**src/rtl/bus_grant_scheduler.sv**
```systemverilog
// Round-robin grant scheduler for the shared 32-source datapath bus.
// Registered one-hot grant plus binary select, with a hold-time limit.
module bus_grant_scheduler #(
  parameter int NREQ     = 32,
  parameter int SELW     = 5,
  parameter int MAX_HOLD = 8
) (
  input  logic            clock,
  input  logic            clear,
  input  logic [NREQ-1:0] req,
  output logic [NREQ-1:0] grant,
  output logic [SELW-1:0] sel,
  output logic            grant_valid,
  output logic            preempt
);

  localparam logic [7:0] HOLD_LAST = 8'(MAX_HOLD - 1);

  typedef enum logic {IDLE, OWNED} state_t;

  state_t          state, state_d;
  logic [SELW-1:0] ptr, ptr_d;
  logic [SELW-1:0] sel_d, win;
  logic [7:0]      hold_cnt, hold_d;
  logic [NREQ-1:0] grant_d, cand;
  logic            preempt_d, found, take, owner_req;

  // The owner is masked out so a timeout always lands on someone else.
  assign cand      = (state == OWNED) ? (req & ~grant) : req;
  assign owner_req = |(req & grant);

  always_comb begin
    win   = '0;
    found = 1'b0;
    for (int i = 0; i < NREQ; i++) begin
      if (!found && cand[ptr + SELW'(i)]) begin
        found = 1'b1;
        win   = ptr + SELW'(i);
      end
    end
  end

  always_comb begin
    state_d   = state;
    grant_d   = grant;
    sel_d     = sel;
    ptr_d     = ptr;
    hold_d    = hold_cnt;
    preempt_d = 1'b0;
    take      = 1'b0;
    unique case (state)
      IDLE: take = found;
      OWNED: begin
        if (!owner_req) begin
          if (found) begin
            take = 1'b1;
          end else begin
            state_d = IDLE;
            grant_d = '0;
            hold_d  = '0;
          end
        end else if (hold_cnt == HOLD_LAST && found) begin
          take      = 1'b1;
          preempt_d = 1'b1;
        end else if (hold_cnt != HOLD_LAST) begin
          hold_d = hold_cnt + 8'd1;
        end
      end
      default: state_d = IDLE;
    endcase
    if (take) begin
      state_d = OWNED;
      grant_d = NREQ'(1) << win;
      sel_d   = win;
      ptr_d   = win + SELW'(1);
      hold_d  = '0;
    end
  end

  always_ff @(posedge clock) begin
    if (clear) begin
      state    <= IDLE;
      grant    <= '0;
      sel      <= '0;
      ptr      <= '0;
      hold_cnt <= '0;
      preempt  <= 1'b0;
    end else begin
      state    <= state_d;
      grant    <= grant_d;
      sel      <= sel_d;
      ptr      <= ptr_d;
      hold_cnt <= hold_d;
      preempt  <= preempt_d;
    end
  end

  assign grant_valid = |grant;

endmodule

```
**config.mk**
```make
export PLATFORM = sky130hd
export DESIGN_NAME = bus_grant_scheduler
export DESIGN_NICKNAME = d
export VERILOG_FILES = /design/src/rtl/bus_grant_scheduler.sv
export SDC_FILE = /design/constraint.sdc
export NUM_CORES = 1
export LEC_CHECK = 0
export CORE_ASPECT_RATIO = 1.4
export CORE_MARGIN = 2
export CORE_UTILIZATION = 55
export DETAILED_ROUTE_END_ITERATION = 7
export MAX_ROUTING_LAYER = met4
export PLACE_DENSITY_LB_ADDON = 0.2
export SYNTH_ARGS = -nofsm -noshare
export SYNTH_HDL_FRONTEND = slang
export SYNTH_SLANG_ARGS = --single-unit
```
**constraint.sdc**
```tcl
create_clock -name clock -period 5.75 [get_ports clock]
set_clock_uncertainty 0.15 [all_clocks]
set_input_delay 1.15 -clock clock [delete_from_list [all_inputs] [get_ports clock]]
set_output_delay 1.15 -clock clock [all_outputs]
set_load 0.02 [all_outputs]
```
==> results.yml <==
route:
  drt_iter0_drc: 1938
  postRouteAntennaNets: 0
  wl_per_cell_um: 29.0
  viasPerCell: 7.58
  drt_wl_total_um: 47100
  drt-pass1-iter-count: 7
  vias: 12300
  drc: 0
cts:
  clock-sinks: 52
  postCtsHoldBufs: 0
  cts_tree: "built"
  clk_pin_slew_ns: 0.07
  clock_path_buffers: 2
  cts-htree-levels: 2
  cts_buffers: 5
  cts-root-buf: "clkbuf_16"
  clk_latency_ns: 0.29
synthesis:
  synth_seq_cells: 52
  synth_top_area_share_pct: 11.9
  yosys.cell_types.count: 90
  seq_area_frac_synth_pct: 11.9
  synth_nets: 1178
  synth_ff_type: "dfxtp_1"
  avgSynthCellArea_um2: 7.79
  synth-edff-count: 0
  syn_area_mm2: 0.00878
  netlist_instances: 1126
  synth_area_leaders: "dfxtp_1 (12%), mux4_2 (9.2%), mux2i_1 (6.2%), nand2_1 (5.4%), o221ai_1 (5.3%)"
  ys_warn_count: 0
  synthArstFlopShare_pct: 0
  synth_area_leader_cell: "dfxtp_1"
critical_path:
  criticalPathCategory: "in -> reg"
  critPathMostFrequentCell: "buf_4"
  ff2ff_setup_slack_ns: 0.06
  crit_required_ns: 5.80
  critPathArrivalTime_ns: 5.95
  cpMaxStageDelayCell: "mux4_2"
  reg2reg_depth: 20
  regToRegEndpoint: "grant[4]"
  startpoint_type: "primary input"
  cp_max_fo: 6
  r2r_start: "ptr[2]"
  max_stage_delay_ns: 0.51
  path_cells: "clkdlybuf4s50_1 -> a21boi_1 -> mux2_2 -> mux4_2 -> a22oi_2 -> o211ai_1 -> nor4b_4 -> buf_4 -> nand4_4 -> buf_6 -> nor3_4 -> buf_6 -> buf_4 -> a22o_1 -> o32ai_2 -> o32ai_2 -> buf_4 -> nor2b_1 -> buf_4 -> nand2_1 -> o21ai_0"
  cp-end-kind: "flop"
timing:
  setup_viol_count_final: 11
  rsz0062_at_grt: "true"
  post-route-period-util_pct: 103
  hold_violations: 0
  timing.final.ws_setup_ns: -0.148
  worst_pin_slew_ns: 0.931
  fin_tns_setup_ns: -0.485
  relSlewSlack_pct: 38.0
  max_freq_mhz: 170
  fin_crit_ns: 5.90
  slew_viol_final: 0
floorplan:
  io_pins: 73
  die_y_um: 153
  rows: 54
  dieWidth_um: 111
  start_util_pct: 56.2
  dieArea_mm2: 0.0170
  core-area_mm2: 0.0156
hold_path:
  hp-start: "sel[1]"
  hold_depth: 2
  holdPathEnd: "sel[1]"
  hp-class: "reg -> reg"
placement:
  place_congestion: 1.22
  dp_hpwl_um: 34500
  port-buffer-count: 72
status:
  violations: "setup timing"
  status: "complete, but fails checks"
flow_run:
  maxCapViolCount: 0
global_route:
  grt_antenna_before_repair: 2
  grt_max_degree: 80
  grt-ovfl-total: 0
  grtUsageTotal_pct: 53.2
  grt_pass1_wl_um: 67800
  grt_pass1_vias: 11800
cells_and_area:
  area_growth_pct: 39.1
  final_nets: 1477
  drive_above_1_share_pct: 33.2
per-stage QoR:
stage / instance area [µm²] / instances / worst slack [ns] / hold WS, ns / util [%]
6_report: 12200 / 1624 / -0.148 / 0.350 / 78.3
5_1_grt: 12200 / 1624 / -0.260 / 0.394 / 78.3
4_1_cts: 11700 / 1608 / 0.00493 / 0.336 / 75.3
3_5_place_dp: 11500 / 1597 / -0.419 / 0.317 / 73.6
3_3_place_gp: 11500 / 1597 / -0.314 / 0.308 / 73.6
2_1_floorplan: 8790 / 1126 / 0.0232 / 0.296 / -
cells in the final DEF (no fill, tap or decap), types with 10 or more instances in the layout:
master	n
a22o_1	23
and4_1	10
o221ai_1	49
o22ai_1	30
xnor2_1	23
and2_1	28
nor4_1	14
o21ai_0	44
a21boi_1	11
nand2b_1	11
mux2i_1	51
a21bo_2	17
dfxtp_1	49
a21oi_1	31
o211ai_1	11
mux4_2	36
buf_4	282
clkdlybuf4s50_1	70
mux2_2	15
nand4_1	30
o21ai_1	11
nand2_1	124
nor3_1	20
nand3_1	26
xor2_1	17
inv_1	19
nor2_1	76
ha_1	13
a22oi_1	20
a21boi_2	18
routing by layer:
metal | GRT usage, % | share of wire (%)
met5 | - | 0
met4 | 51.8 | 15
met3 | 13.7 | 13
met2 | 81.1 | 42
met1 | 54.6 | 31
critical path: cells and delay by family:
| kind | cells | cell delay [ns] |
|---|---|---|
| multiplexers | 2 | 0.85 |
| AND/OR/NAND/NOR | 5 | 1.16 |
| AO/OA/AOI/OAI | 7 | 1.30 |
| buffers and inverters | 7 | 1.45 |
Yosys cell counts (14+ instances only):
cell type  instances
nand2_1          126
nor2_1            77
mux2i_1           54
o221ai_1          53
dfxtp_1           52
o21ai_0           52
clkbuf_1          36
mux4_2            36
a21oi_1           32
a21boi_0          31
o22ai_1           31
and2_1            30
nand4_1           30
nand3_1           27
nor3_1            25
a22o_1            23
xnor2_1           23
a22oi_1           22
inv_1             20
buf_2             18
ha_1              18
nor4_1            18
a21bo_2           17
xor2_1            17
mux2_2            16
and4_1            14
kinds of logic (layout without fill, tap and decap cells):
| group | after synthesis | after routing | share of synthesized area, % |
|---|---|---|---|
| AOI/OAI and AO/OA | 400 | 400 | 34.1 |
| xor gates and xnor gates | 40 | 40 | 3.99 |
| adders and majority gates | 18 | 18 | 2.57 |
| buffers and inverters | 95 | 395 | 5.20 |
| DFF | 52 | 52 | 11.9 |
| muxes | 110 | 110 | 18.1 |
| other | 0 | 2 | 0 |
| and+or+nand+nor | 411 | 411 | 24.1 |
worst max-delay path by stage:
stage            start         to  slack (ns)
2_1_floorplan   ptr[1]  grant[23]        0.02
3_3_place_gp   req[30]  grant[23]       -0.31
3_5_place_dp    req[2]   grant[7]       -0.42
4_1_cts         req[2]  grant[21]       0.005
5_1_grt        req[18]   grant[4]       -0.26
6_report       req[25]   grant[4]       -0.15
final cells by class:
type	count	area, µm²
fillers	1090	3390
flip-flops and latches	52	1040
multi-input cells	979	7710
diodes	2	5.00
repair buffers	361	2960
inverters	26	100
well taps	196	245
clock buffers	8	146
sequential cells by signal, summed over array words and instances (netlist names):
name	flops
sel	5
preempt	1
hold_cnt	8
state	1
ptr	5
grant	32
repair_timing:
action / in CTS / in global routing
gates resized for setup: 43 / 87
pin swaps: 4 / 21
setup endpoints to repair: 15 / 42
buffers inserted: 3 / 14
Power is not shown: default switching activity piles up to over one toggle a cycle in this logic, so the estimate is an artifact.
